### config.mk
export PLATFORM = sky130hd
export DESIGN_NAME = spram_arbiter_flat
export DESIGN_NICKNAME = d
export VERILOG_FILES = /design/src/rtl/spram_arbiter_pkg.sv /design/src/rtl/spram_arbiter_if.sv /design/src/rtl/spram_arbiter_rr_pick.sv /design/src/rtl/spram_arbiter.sv /design/src/flat_wrapper.sv
export SDC_FILE = /design/constraint.sdc
export NUM_CORES = 1
export LEC_CHECK = 0
export ABC_AREA = 1
export BUFFER_PORTS_ARGS = -buffer_cell sky130_fd_sc_hd__buf_2
export CAP_MARGIN = 0
export CORE_ASPECT_RATIO = 0.6
export CORE_MARGIN = 2
export CORE_UTILIZATION = 30
export DETAILED_ROUTE_END_ITERATION = 10
export PLACE_DENSITY_LB_ADDON = 0.2
export SYNTH_ARGS = -nofsm -noshare
export SYNTH_HDL_FRONTEND = slang
export SYNTH_SLANG_ARGS = --single-unit
### constraint.sdc
create_clock -name clk -period 1.7 [get_ports clk]
set_input_delay 0.085 -clock clk [delete_from_list [all_inputs] [get_ports clk]]
set_output_delay 0.085 -clock clk [all_outputs]
set_load 0.02 [all_outputs]
### src/rtl/spram_arbiter_pkg.sv
// Shared types and defaults for the two-requester SPRAM arbiter.
package spram_arbiter_pkg;

  typedef enum logic {
    OWNER_A = 1'b0,
    OWNER_B = 1'b1
  } owner_e;

  localparam int DEF_ADDR_BITS = 15;
  localparam int DEF_WIDTH     = 8;
  localparam int DEF_MAX_BURST = 4;

  function automatic int cnt_width(input int max_burst);
    return (max_burst > 1) ? $clog2(max_burst) : 1;
  endfunction

  function automatic owner_e other_owner(input owner_e o);
    return (o == OWNER_A) ? OWNER_B : OWNER_A;
  endfunction

endpackage

### src/rtl/spram_arbiter_if.sv
// One requester port of the arbiter: req/gnt handshake plus read return.
interface spram_arbiter_if
  import spram_arbiter_pkg::*;
#(
  parameter int ADDR_BITS = DEF_ADDR_BITS,
  parameter int WIDTH     = DEF_WIDTH
);
  logic                 req;
  logic                 wren;
  logic [ADDR_BITS-1:0] addr;
  logic [WIDTH-1:0]     wdata;
  logic                 gnt;
  logic                 rvalid;
  logic [WIDTH-1:0]     rdata;

  modport master (
    output req, wren, addr, wdata,
    input  gnt, rvalid, rdata
  );

  modport slave (
    input  req, wren, addr, wdata,
    output gnt, rvalid, rdata
  );
endinterface

### src/rtl/spram_arbiter_rr_pick.sv
// Combinational two-way pick: a lone request always wins; under contention
// the previous owner keeps the RAM only while its burst allowance lasts.
module spram_arbiter_rr_pick
  import spram_arbiter_pkg::*;
(
  input  logic   a_req_i,
  input  logic   b_req_i,
  input  owner_e last_i,
  input  logic   burst_ok_i,
  output logic   a_gnt_o,
  output logic   b_gnt_o
);
  owner_e winner;

  always_comb begin
    winner  = burst_ok_i ? last_i : other_owner(last_i);
    a_gnt_o = 1'b0;
    b_gnt_o = 1'b0;
    if (a_req_i && b_req_i) begin
      a_gnt_o = (winner == OWNER_A);
      b_gnt_o = (winner == OWNER_B);
    end else begin
      a_gnt_o = a_req_i;
      b_gnt_o = b_req_i;
    end
  end
endmodule

### src/rtl/spram_arbiter.sv
// Shares one single-ported SPRAM between requesters A and B with round-robin,
// burst-bounded arbitration; read data returns one cycle after the grant.
module spram_arbiter
  import spram_arbiter_pkg::*;
#(
  parameter int ADDR_BITS = DEF_ADDR_BITS,
  parameter int WIDTH     = DEF_WIDTH,
  parameter int MAX_BURST = DEF_MAX_BURST
) (
  input  logic                 clk,
  input  logic                 reset,
  spram_arbiter_if.slave       a_if,
  spram_arbiter_if.slave       b_if,
  output logic                 mem_cs_o,
  output logic                 mem_wren_o,
  output logic [ADDR_BITS-1:0] mem_addr_o,
  output logic [WIDTH-1:0]     mem_wdata_o,
  input  logic [WIDTH-1:0]     mem_rdata_i
);
  localparam int              CNT_W   = cnt_width(MAX_BURST);
  localparam logic [CNT_W-1:0] CNT_TOP = CNT_W'(MAX_BURST - 1);

  owner_e           last_q, last_d;
  logic [CNT_W-1:0] burst_cnt_q, burst_cnt_d;
  logic             prev_gnt_q, prev_gnt_d;
  logic             a_rvalid_q, a_rvalid_d;
  logic             b_rvalid_q, b_rvalid_d;

  logic             a_gnt, b_gnt, gnt_any, burst_ok, same_owner;
  owner_e           gnt_owner;

  // Continuing a burst needs a grant in the immediately preceding cycle.
  assign burst_ok = prev_gnt_q && (burst_cnt_q < CNT_TOP);

  spram_arbiter_rr_pick u_pick (
    .a_req_i    (a_if.req & ~reset),
    .b_req_i    (b_if.req & ~reset),
    .last_i     (last_q),
    .burst_ok_i (burst_ok),
    .a_gnt_o    (a_gnt),
    .b_gnt_o    (b_gnt)
  );

  assign gnt_any     = a_gnt | b_gnt;
  assign gnt_owner   = b_gnt ? OWNER_B : OWNER_A;
  assign same_owner  = gnt_any && prev_gnt_q && (gnt_owner == last_q);

  assign a_if.gnt    = a_gnt;
  assign b_if.gnt    = b_gnt;
  assign a_if.rvalid = a_rvalid_q;
  assign b_if.rvalid = b_rvalid_q;
  assign a_if.rdata  = mem_rdata_i;
  assign b_if.rdata  = mem_rdata_i;

  always_comb begin
    mem_cs_o    = gnt_any;
    mem_wren_o  = 1'b0;
    mem_addr_o  = '0;
    mem_wdata_o = '0;
    if (a_gnt) begin
      mem_wren_o  = a_if.wren;
      mem_addr_o  = a_if.addr;
      mem_wdata_o = a_if.wdata;
    end else if (b_gnt) begin
      mem_wren_o  = b_if.wren;
      mem_addr_o  = b_if.addr;
      mem_wdata_o = b_if.wdata;
    end
  end

  always_comb begin
    last_d      = gnt_any ? gnt_owner : last_q;
    prev_gnt_d  = gnt_any;
    burst_cnt_d = '0;
    // A lone requester can be granted indefinitely; the count saturates.
    if (same_owner) begin
      burst_cnt_d = (burst_cnt_q == CNT_TOP) ? burst_cnt_q : burst_cnt_q + CNT_W'(1);
    end
    a_rvalid_d  = a_gnt & ~a_if.wren;
    b_rvalid_d  = b_gnt & ~b_if.wren;
  end

  always_ff @(posedge clk) begin
    if (reset) begin
      last_q      <= OWNER_B;
      burst_cnt_q <= '0;
      prev_gnt_q  <= 1'b0;
      a_rvalid_q  <= 1'b0;
      b_rvalid_q  <= 1'b0;
    end else begin
      last_q      <= last_d;
      burst_cnt_q <= burst_cnt_d;
      prev_gnt_q  <= prev_gnt_d;
      a_rvalid_q  <= a_rvalid_d;
      b_rvalid_q  <= b_rvalid_d;
    end
  end
endmodule

### src/flat_wrapper.sv
// flat-port wrapper written by rule: the top's interface ports become plain ports
module spram_arbiter_flat import spram_arbiter_pkg::*;
#(
  parameter int ADDR_BITS = DEF_ADDR_BITS,
  parameter int WIDTH     = DEF_WIDTH,
  parameter int MAX_BURST = DEF_MAX_BURST
)
  (clk, reset, mem_cs_o, mem_wren_o, mem_addr_o, mem_wdata_o, mem_rdata_i, a_if_req, a_if_wren, a_if_addr, a_if_wdata, a_if_gnt, a_if_rvalid, a_if_rdata, b_if_req, b_if_wren, b_if_addr, b_if_wdata, b_if_gnt, b_if_rvalid, b_if_rdata);
  spram_arbiter_if #(.ADDR_BITS(ADDR_BITS), .WIDTH(WIDTH)) a_if_i ();
  spram_arbiter_if #(.ADDR_BITS(ADDR_BITS), .WIDTH(WIDTH)) b_if_i ();
  input  logic clk;
  input  logic reset;
  output logic mem_cs_o;
  output logic mem_wren_o;
  output logic [ADDR_BITS-1:0] mem_addr_o;
  output logic [WIDTH-1:0] mem_wdata_o;
  input  logic [WIDTH-1:0] mem_rdata_i;
  input wire logic [$bits(a_if_i.req)-1:0] a_if_req;
  input wire logic [$bits(a_if_i.wren)-1:0] a_if_wren;
  input wire logic [$bits(a_if_i.addr)-1:0] a_if_addr;
  input wire logic [$bits(a_if_i.wdata)-1:0] a_if_wdata;
  output wire logic [$bits(a_if_i.gnt)-1:0] a_if_gnt;
  output wire logic [$bits(a_if_i.rvalid)-1:0] a_if_rvalid;
  output wire logic [$bits(a_if_i.rdata)-1:0] a_if_rdata;
  input wire logic [$bits(b_if_i.req)-1:0] b_if_req;
  input wire logic [$bits(b_if_i.wren)-1:0] b_if_wren;
  input wire logic [$bits(b_if_i.addr)-1:0] b_if_addr;
  input wire logic [$bits(b_if_i.wdata)-1:0] b_if_wdata;
  output wire logic [$bits(b_if_i.gnt)-1:0] b_if_gnt;
  output wire logic [$bits(b_if_i.rvalid)-1:0] b_if_rvalid;
  output wire logic [$bits(b_if_i.rdata)-1:0] b_if_rdata;
  assign a_if_i.req = a_if_req;
  assign a_if_i.wren = a_if_wren;
  assign a_if_i.addr = a_if_addr;
  assign a_if_i.wdata = a_if_wdata;
  assign a_if_gnt = a_if_i.gnt;
  assign a_if_rvalid = a_if_i.rvalid;
  assign a_if_rdata = a_if_i.rdata;
  assign b_if_i.req = b_if_req;
  assign b_if_i.wren = b_if_wren;
  assign b_if_i.addr = b_if_addr;
  assign b_if_i.wdata = b_if_wdata;
  assign b_if_gnt = b_if_i.gnt;
  assign b_if_rvalid = b_if_i.rvalid;
  assign b_if_rdata = b_if_i.rdata;
  spram_arbiter #(.ADDR_BITS(ADDR_BITS), .WIDTH(WIDTH), .MAX_BURST(MAX_BURST)) u_core (.clk(clk), .reset(reset), .a_if(a_if_i), .b_if(b_if_i), .mem_cs_o(mem_cs_o), .mem_wren_o(mem_wren_o), .mem_addr_o(mem_addr_o), .mem_wdata_o(mem_wdata_o), .mem_rdata_i(mem_rdata_i));
endmodule
# Word level (Yosys, flattened, before mapping)
# Index checks and enable logic that the tools add are counted.
# op_classes
n_addsub	1
magnitude_cmp	1
eq_ne	2
n_mux	11
bitwise_logic	10
reduce_logical	5
# op_table
op	count
$mux 15	2
$mux 8	2
$mux 1	7
$not 1->1	5
$and 1x1->1	4
$logic_and 1x1->1	4
$add 2x1->2 const B	1
$eq 2x2->1 const B	1
$lt 2x2->1 const B	1
$reduce_or 2->1	1
$eq 1x1->1	1
$or 1x1->1	1
# word_totals
register_bits	6
inputBits	60
output_inout_bits	45

# Logic depth before layout (Yosys ltp)
# Gate-level depths: netlist of run 1.
# depth
ltp_word	10
depth_mapped	11
depth_no_buf	10

# Hierarchy
# From an unflattened synthesis of run 1, not the netlist that was laid out.
# unflattened
hier_cells	142
hier_area_um2	777.0
# by_module_without_submodules
mod	instances	cells_each	area_each_um2	seq_area_each_um2
spram_arbiter	1	128	714.4	120.1
spram_arbiter_rr_pick	1	14	62.6	0.0

# Worst setup path after synthesis of run 1
# Ideal clock, no wire load.
# synth_path
path_type	register to output
start	register u_core.burst_cnt_q[0]
end	output mem_addr_o[12]
t_arrival_ns	1.299
required_ns	1.615
slack_ns	0.316
path_stages_with_launch	12
path_buffers	1
path_cell_list	dfxtp_1 > ha_1 > inv_2 > nand2_1 > nand2_2 > nand2_2 > nand2_2 > nand2_4 > inv_6 > buf_12 > nand2_4 > nand2_2
# synth_via
elab_chain_cells	6
word_cells_on_any_way	8
classes_between	order compare: 1; mux: 5; bitwise: 1; reduce/logical: 1
# synth_lines
element	line_no	source
start: declaration	spram_arbiter.sv:24	logic [CNT_W-1:0] burst_cnt_q, burst_cnt_d;
start signal: assignment	spram_arbiter.sv:92	burst_cnt_q <= burst_cnt_d;
$lt 2x2->1	spram_arbiter.sv:33	assign burst_ok = prev_gnt_q && (burst_cnt_q < CNT_TOP);
$logic_and 1x1->1	spram_arbiter.sv:33	
$mux 1	spram_arbiter_rr_pick.sv:16	winner = burst_ok_i ? last_i : other_owner(last_i);
$not 1->1	spram_arbiter_rr_pick.sv:20	a_gnt_o = (winner == OWNER_A);
$mux 1	spram_arbiter_rr_pick.sv:19	if (a_req_i && b_req_i) begin
via a_if_gnt	flat_wrapper.sv:22	output wire logic [$bits(a_if_i.gnt)-1:0] a_if_gnt;
$mux 15	spram_arbiter.sv:60	if (a_gnt) begin
end: declaration	flat_wrapper.sv:15	output logic [ADDR_BITS-1:0] mem_addr_o;
# The timed path passes the listed nets, and every way through them passes these cells.

# Worst setup path in the final report of run 1
# layout_path
start	register u_core.burst_cnt_q[1]
end	output mem_addr_o[10]
# layout_via
elab_chain_cells	6
word_cells_on_any_way	8
classes_between	order compare: 1; mux: 5; bitwise: 1; reduce/logical: 1
# layout_lines
element	line_no
$lt 2x2->1 (*)	spram_arbiter.sv:33
$logic_and 1x1->1 (*)	spram_arbiter.sv:33
$mux 1 (*)	spram_arbiter_rr_pick.sv:16
$mux 1 or $not 1->1 (tied branches)	spram_arbiter_rr_pick.sv:19, spram_arbiter_rr_pick.sv:20
$mux 15 or $mux 1 (tied branches)	spram_arbiter.sv:64, spram_arbiter_rr_pick.sv:19
$mux 15 (*)	spram_arbiter.sv:60
# Every way passes the cells marked *; elsewhere a longest branch is shown, timed or not.

==> summary.txt, run 1 <==
Worst-skew pair later-pin latency - 220 ps
Critical Path Source Type - flop
Iteration-0 DRC Markers - 16
Warnings from Yosys - 0
Cell chain of the critical path - ha_4 -> inv_2 -> nand2_1 -> nand2_2 -> nand2_2 -> nand2_4 -> nand2_8 -> inv_12 -> nand2_1 -> nand2_1 -> buf_2
ANT cells - 0
Worst slew pin tran - 475 ps
Worst Path Required - 1620 ps
Clock sink total - 6
Synthesized net count - 192
LEAKAGE - 0.854 nW
Worst setup EP type - output pin
H-tree Lvls - 1
Placed cell count - 223
RSZ-0062 raised after global routing - yes
DRC violations left - 0
Clock transition at the registers of the reported paths - 40 ps
Vias - 1018
Slew HR - 68.2%
Chip height - 45.3 microns
Final Slew Violations - 0
Longest Clk Path Bufs - 2
R2r setup slk - 280 ps
Largest net degree at the start of global routing - 26
Clock buffer count from CTS - 3
Fin util - 50.6%
Syn avg cell area - 6.49 sq um
Final Hold Fails - 0
Number of routed nets with antenna violations - 0
GRT Residual Overflow - 0
Dpl hpwl - 1740 microns
Drt first pass iters - 4
Placed Area - 0.00111 sq mm
Fraction of layout cells with a size suffix above 1 - 61.5%
Post-synth cell types - 18
Post-route cell area - 0.00131 sq mm
Drt wl/cell - 11.3 microns
Die ar. - 0.00329 sq mm
Fill count - 261
R2R depth - 10
PwrDens - 544 mW/mm^2
FF-to-FF End - u_core.burst_cnt_q[0]$_SDFFE_PP0N_
WS Path Type - flop to output pin
Final wirelength - 2620 microns
Worst setup startpoint - u_core.burst_cnt_q[1]$_SDFFE_PP0N_
Crit path time final - 1670 ps
Worst hold margin - 29.1 ps
Hold Crit Class - input port to flop
CTS root buf - clkbuf_8
Post-Synthesis Cell Area - 851 sq um
Peak VDD IR - 329 uV
Core area - 0.00259 sq mm
IO buf count - 80
Max Clk Rate - 0.600 GHz
Num rows - 14
Setup TNS - 0 ps
Area Overhead vs Synth - 54.1%
CP Max Fanout - 13
Vias per cell - 4.39
Status - completed
FF-to-FF Start - u_core.burst_cnt_q[1]$_SDFFE_PP0N_
Die Span X - 72.8 microns
Most common cell on crit path - nand2_1
Clock skew - 2.89 ps
Overall routing resource usage - 13.5%
Initial antenna violation count - 0
Period utilisation layout - 98.0%
Critical Path End - mem_addr_o[10]
Setup violations, final - 0
Starting Density - 32.8%
Critical Path Max Stage Delay - 330 ps
Final #Nets - 263
Crit path DAT - 1580 ps
Vias in the first global route - 845
Critical-path top delay cell - dfxtp_2
CTS tree - done
IO Pins - 105
First-pass GRT wire length - 3370 microns
Seq cells post-synth - 6
Post-Syn Instances - 131
Sequential area share after synthesis - 14.1%
Routability Congestion - 0.736
Max Cap Viol - 0
Non-filler instance count after layout - 232
## area by class of cell
| type | instances | area (sq um) | share of cell area (%) |
|---|---|---|---|
| multi-input cells | 96 | 549 | 41.9 |
| repair buffers | 82 | 452 | 34.4 |
| flip-flops and latches | 6 | 123 | 9.35 |
| inverters | 9 | 58.8 | 4.48 |
| repair inverters | 4 | 47.5 | 3.63 |
| clock buffers | 3 | 41.3 | 3.15 |
| well taps | 32 | 40.0 | 3.05 |
## cell usage in the layout (no fill, tap or decap)
master / instances
nand3_1: 2
nand3_2: 2
inv_1: 5
buf_2: 70
nand2_4: 10
clkbuf_8: 3
ha_4: 1
buf_6: 3
nor2_1: 8
nand2_8: 2
inv_6: 1
mux2i_1: 1
dfxtp_1: 4
a21oi_1: 1
dfxtp_2: 2
inv_8: 2
buf_4: 9
nand2_1: 55
inv_12: 2
xor2_1: 1
nand2_2: 13
clkinv_8: 1
inv_2: 2
## cells in the mapped netlist
master / number / area share, %
a21oi_1: 1 / 0.59
buf_12: 1 / 2.4
buf_4: 16 / 14
buf_6: 2 / 2.6
buf_8: 1 / 1.8
dfxtp_1: 6 / 14
ha_1: 1 / 1.5
inv_1: 5 / 2.2
inv_2: 2 / 0.88
inv_6: 2 / 2.1
mux2i_1: 1 / 1.2
nand2_1: 57 / 25
nand2_2: 12 / 8.8
nand2_4: 11 / 15
nand3_1: 2 / 1.2
nand3_2: 2 / 2.4
nor2_1: 8 / 3.5
xor2_1: 1 / 1.0
## per-layer routing
| metal | track usage (%) | routed length, microns | up-vias |
|---|---|---|---|
| met5 | 0 | 0 | - |
| met4 | 4.81 | 20 | 0 |
| met3 | 5.58 | 288 | 2 |
| met2 | 25.1 | 1300 | 63 |
| met1 | 14.1 | 1010 | 435 |
| li1 | - | - | 518 |
## sequential cells by signal, summed over array words and instances (netlist names)
| register | cells |
|---|---|
| u_core.burst_cnt_q | 2 |
| u_core.a_if.rvalid | 1 |
| u_core.b_if.rvalid | 1 |
| u_core.last_q | 1 |
| u_core.prev_gnt_q | 1 |
## metrics by stage
stage	power (W)	setup WS (ps)
after CTS	0.000687	3.35
final	0.000714	33.4
after global placement	0.000442	158
after detailed placement	0.000448	95.3
after global routing	0.000759	-32.6
after floorplan	0.000396	316
## kinds of logic (layout without fill, tap and decap cells)
family | Yosys count | after routing | share of synthesized area (%)
compound gates | 1 | 1 | 0.588
xor+xnor | 1 | 1 | 1.03
fa+ha+maj | 1 | 1 | 1.47
buf+inv | 29 | 98 | 26.0
flops | 6 | 6 | 14.1
mux | 1 | 1 | 1.18
simple gates | 92 | 92 | 55.6
## how the worst min path moves through the flow
stage / from / end / slack (ps) / cells after the start
2_1_floorplan: a_if_wren / u_core.a_if.rvalid$_SDFF_PP0_ / 160 / 1
3_3_place_gp: mem_rdata_i[0] / a_if_rdata[0] / 170 / 0
3_5_place_dp: mem_rdata_i[0] / a_if_rdata[0] / 170 / 0
4_1_cts: a_if_wren / u_core.a_if.rvalid$_SDFF_PP0_ / 30 / 2
5_1_grt: a_if_wren / u_core.a_if.rvalid$_SDFF_PP0_ / 40 / 2
6_report: a_if_wren / u_core.a_if.rvalid$_SDFF_PP0_ / 30 / 2
## worst max-delay path, delay by kind of cell (launching register included)
kind	cells	cell delay, ps
flip-flops	1	330
buffers and inverters	3	340
AND/OR/NAND/NOR	7	510
adder cells (fa/ha/maj)	1	170
## power by group
part | internal [W] | switching [W]
clock network | 0.000152 | 0.0000613
logic | 0.000139 | 0.000205
registers | 0.000149 | 0.00000709
## timing repair
action	4_1_cts	5_1_grt
resized for setup	9	21
pin swaps	0	1
buffers inserted	0	2
endpoints found under the hold margin	0	0
hold buffers	0	0
setup endpoints to repair	25	24
cloned	2	2
Note: power is estimated with default switching activity, not from simulation.
==> inputs of run 2 (changes only) <==
Settings changed: MAX_ROUTING_LAYER set to met4.
==> run 2 against run 1 <==
  * Clock power about the same
  * Clock-buffer cell count unchanged
  * Clock skew about the same
  * Worst setup slack got worse by 0.63 ps
  * Critical path depth unchanged
  * Final area unchanged
  * Sequential share of layout area unchanged
  * Critical endpoint unchanged
  * First-iteration DRC count unchanged
==> summary.txt, run 2 (synthesized netlist as in run 1, its figures left out) <==
Status - completed
Worst slew pin tran - 475 ps (unchanged)
Vias in the first global route - 845 (unchanged)
Drt wl/cell - 11.3 microns (-0.23%)
CTS Hold Bufs - 0 (unchanged)
FF-to-FF Start - u_core.burst_cnt_q[1]$_SDFFE_PP0N_
Largest reg by FF count - u_core.burst_cnt_q
ANT cells - 0 (unchanged)
Starting Density - 32.8% (unchanged)
Most common cell on crit path - nand2_1
Dpl hpwl - 1740 microns (unchanged)
Vias per cell - 4.41 (+0.49%)
Most frequent cells in the layout - buf_2 (70), nand2_1 (55), nand2_2 (13)
Num rows - 14 (unchanged)
Critical-path top delay cell - dfxtp_2
Area Overhead vs Synth - 54.1% (unchanged)
H-tree Lvls - 1 (unchanged)
Slew HR - 68.2% (unchanged)
Fin util - 50.6% (unchanged)
Max Cap Viol - 0 (unchanged)
Cell chain of the critical path - ha_4 -> inv_2 -> nand2_1 -> nand2_2 -> nand2_2 -> nand2_4 -> nand2_8 -> inv_12 -> nand2_1 -> nand2_1 -> buf_2
CTS tree - done
Clock transition at the registers of the reported paths - 40 ps (about the same)
Clock buffer count from CTS - 3 (unchanged)
Max Clk Rate - 0.600 GHz (about the same)
Iteration-0 DRC Markers - 16 (unchanged)
Final #Nets - 263 (unchanged)
Chip height - 45.3 microns (unchanged)
CTS root buf - clkbuf_8
LEAKAGE - 0.854 nW (unchanged)
Die ar. - 0.00329 sq mm (unchanged)
WS Path Type - flop to output pin
R2r setup slk - 280 ps (about the same)
CP Max Fanout - 13 (unchanged)
Core area - 0.00259 sq mm (unchanged)
Final wirelength - 2620 microns (-0.23%)
Hold Crit Class - input port to flop
IO Pins - 105 (unchanged)
Clock skew - 2.90 ps (+0.0100 ps)
Worst setup startpoint - u_core.burst_cnt_q[1]$_SDFFE_PP0N_
Worst-skew pair later-pin latency - 220 ps (about the same)
Routability Congestion - 0.745 (+1.2%)
Setup violations, final - 0 (unchanged)
Clock sink total - 6 (unchanged)
Crit path DAT - 1580 ps (about the same)
RSZ-0062 raised after global routing - yes
Worst Path Required - 1620 ps (about the same)
Worst setup EP type - output pin
Number of routed nets with antenna violations - 0 (unchanged)
Vias - 1023 (+0.49%)
Critical Path Max Stage Delay - 330 ps (about the same)
Fill count - 261 (unchanged)
Period utilisation layout - 98.1% (about the same)
Final Hold Fails - 0 (unchanged)
Overall power - 0.000714 W (about the same)
Most common cell after layout, fill and taps aside - buf_2
Overall routing resource usage - 14.0% (+0.42 points)
Largest register FFs - 2 (unchanged)
Critical Path Source Type - flop
Longest Clk Path Bufs - 2 (unchanged)
DRC violations left - 0 (unchanged)
Initial antenna violation count - 0 (unchanged)
Register area - 123 sq um (unchanged)
Peak VDD IR - 329 uV (about the same)
IO buf count - 80 (unchanged)
Final Slew Violations - 0 (unchanged)
First-pass GRT wire length - 3370 microns (unchanged)
Die Span X - 72.8 microns (unchanged)
PwrDens - 544 mW/mm^2 (about the same)
Area of the multi-input gates - 549 sq um (unchanged)
Min-Delay Startpoint - a_if_wren
Crit path time final - 1670 ps (+0.628 ps)
Drt first pass iters - 4 (unchanged)
Fraction of layout cells with a size suffix above 1 - 61.5% (unchanged)
Largest net degree at the start of global routing - 26 (unchanged)
GRT Residual Overflow - 0 (unchanged)
## run 2: cell counts in the layout (fill, tap and decap cells not counted)
Identical to the previous run, type by type.
## run 2: repair_timing
item                       4_1_cts  5_1_grt
buffers inserted                 0        2
pin swaps                        0        1
setup endpoints to repair       25       24
gates cloned                     2        2
gates resized for setup          9       21
## run 2: metal layers
layer | global-route usage, % | vias up | share of wire [%]
met5 | - | - | 0
met1 | 14.5 | 440 | 39
met4 | 4.81 | 0 | 0.76
met2 | 25.1 | 63 | 50
li1 | - | 518 | -
met3 | 4.91 | 2 | 11
## run 2: cell type report
class / instances / area share, %
clock buffers: 3 / 3.15
repair buffers: 82 / 34.4
inverters: 9 / 4.48
repair inverters: 4 / 3.63
multi-input cells: 96 / 41.9
flip-flops and latches: 6 / 9.35
well taps: 32 / 3.05
## run 2: where the power goes
part	leakage, nW	internal [W]	switching, W
sequential	0.0503	0.000149	0.00000709
combinational	0.782	0.000139	0.000205
clock	0.0216	0.000152	0.0000614
## run 2: through the flow
| stage | setup TNS (ps) | cells | hold slack (ps) | cell area, sq um | worst slack (ps) |
|---|---|---|---|---|---|
| floorplan | 0 | 131 | 157 | 851 | 316 |
| global placement | 0 | 223 | 170 | 1110 | 158 |
| detailed placement | 0 | 223 | 170 | 1110 | 95.3 |
| CTS | 0 | 228 | 26.8 | 1210 | 3.35 |
| global route | -465 | 232 | 42.1 | 1310 | -32.6 |
| finish | 0 | 232 | 28.5 | 1310 | 32.7 |
## run 2: worst paths after layout
check                                        to  depth (start not counted)
min               u_core.a_if.rvalid$_SDFF_PP0_                          2
max reg2reg  u_core.burst_cnt_q[0]$_SDFFE_PP0N_                         10
max                              mem_addr_o[10]                         11
min reg2reg  u_core.burst_cnt_q[0]$_SDFFE_PP0N_                          2
## run 2: critical path: cells and delay by family, from the launching register on
kind,cells,cell delay [ps]
and+or+nand+nor,7,510
buffers and inverters,3,340
DFF,1,330
adders and majority gates,1,170
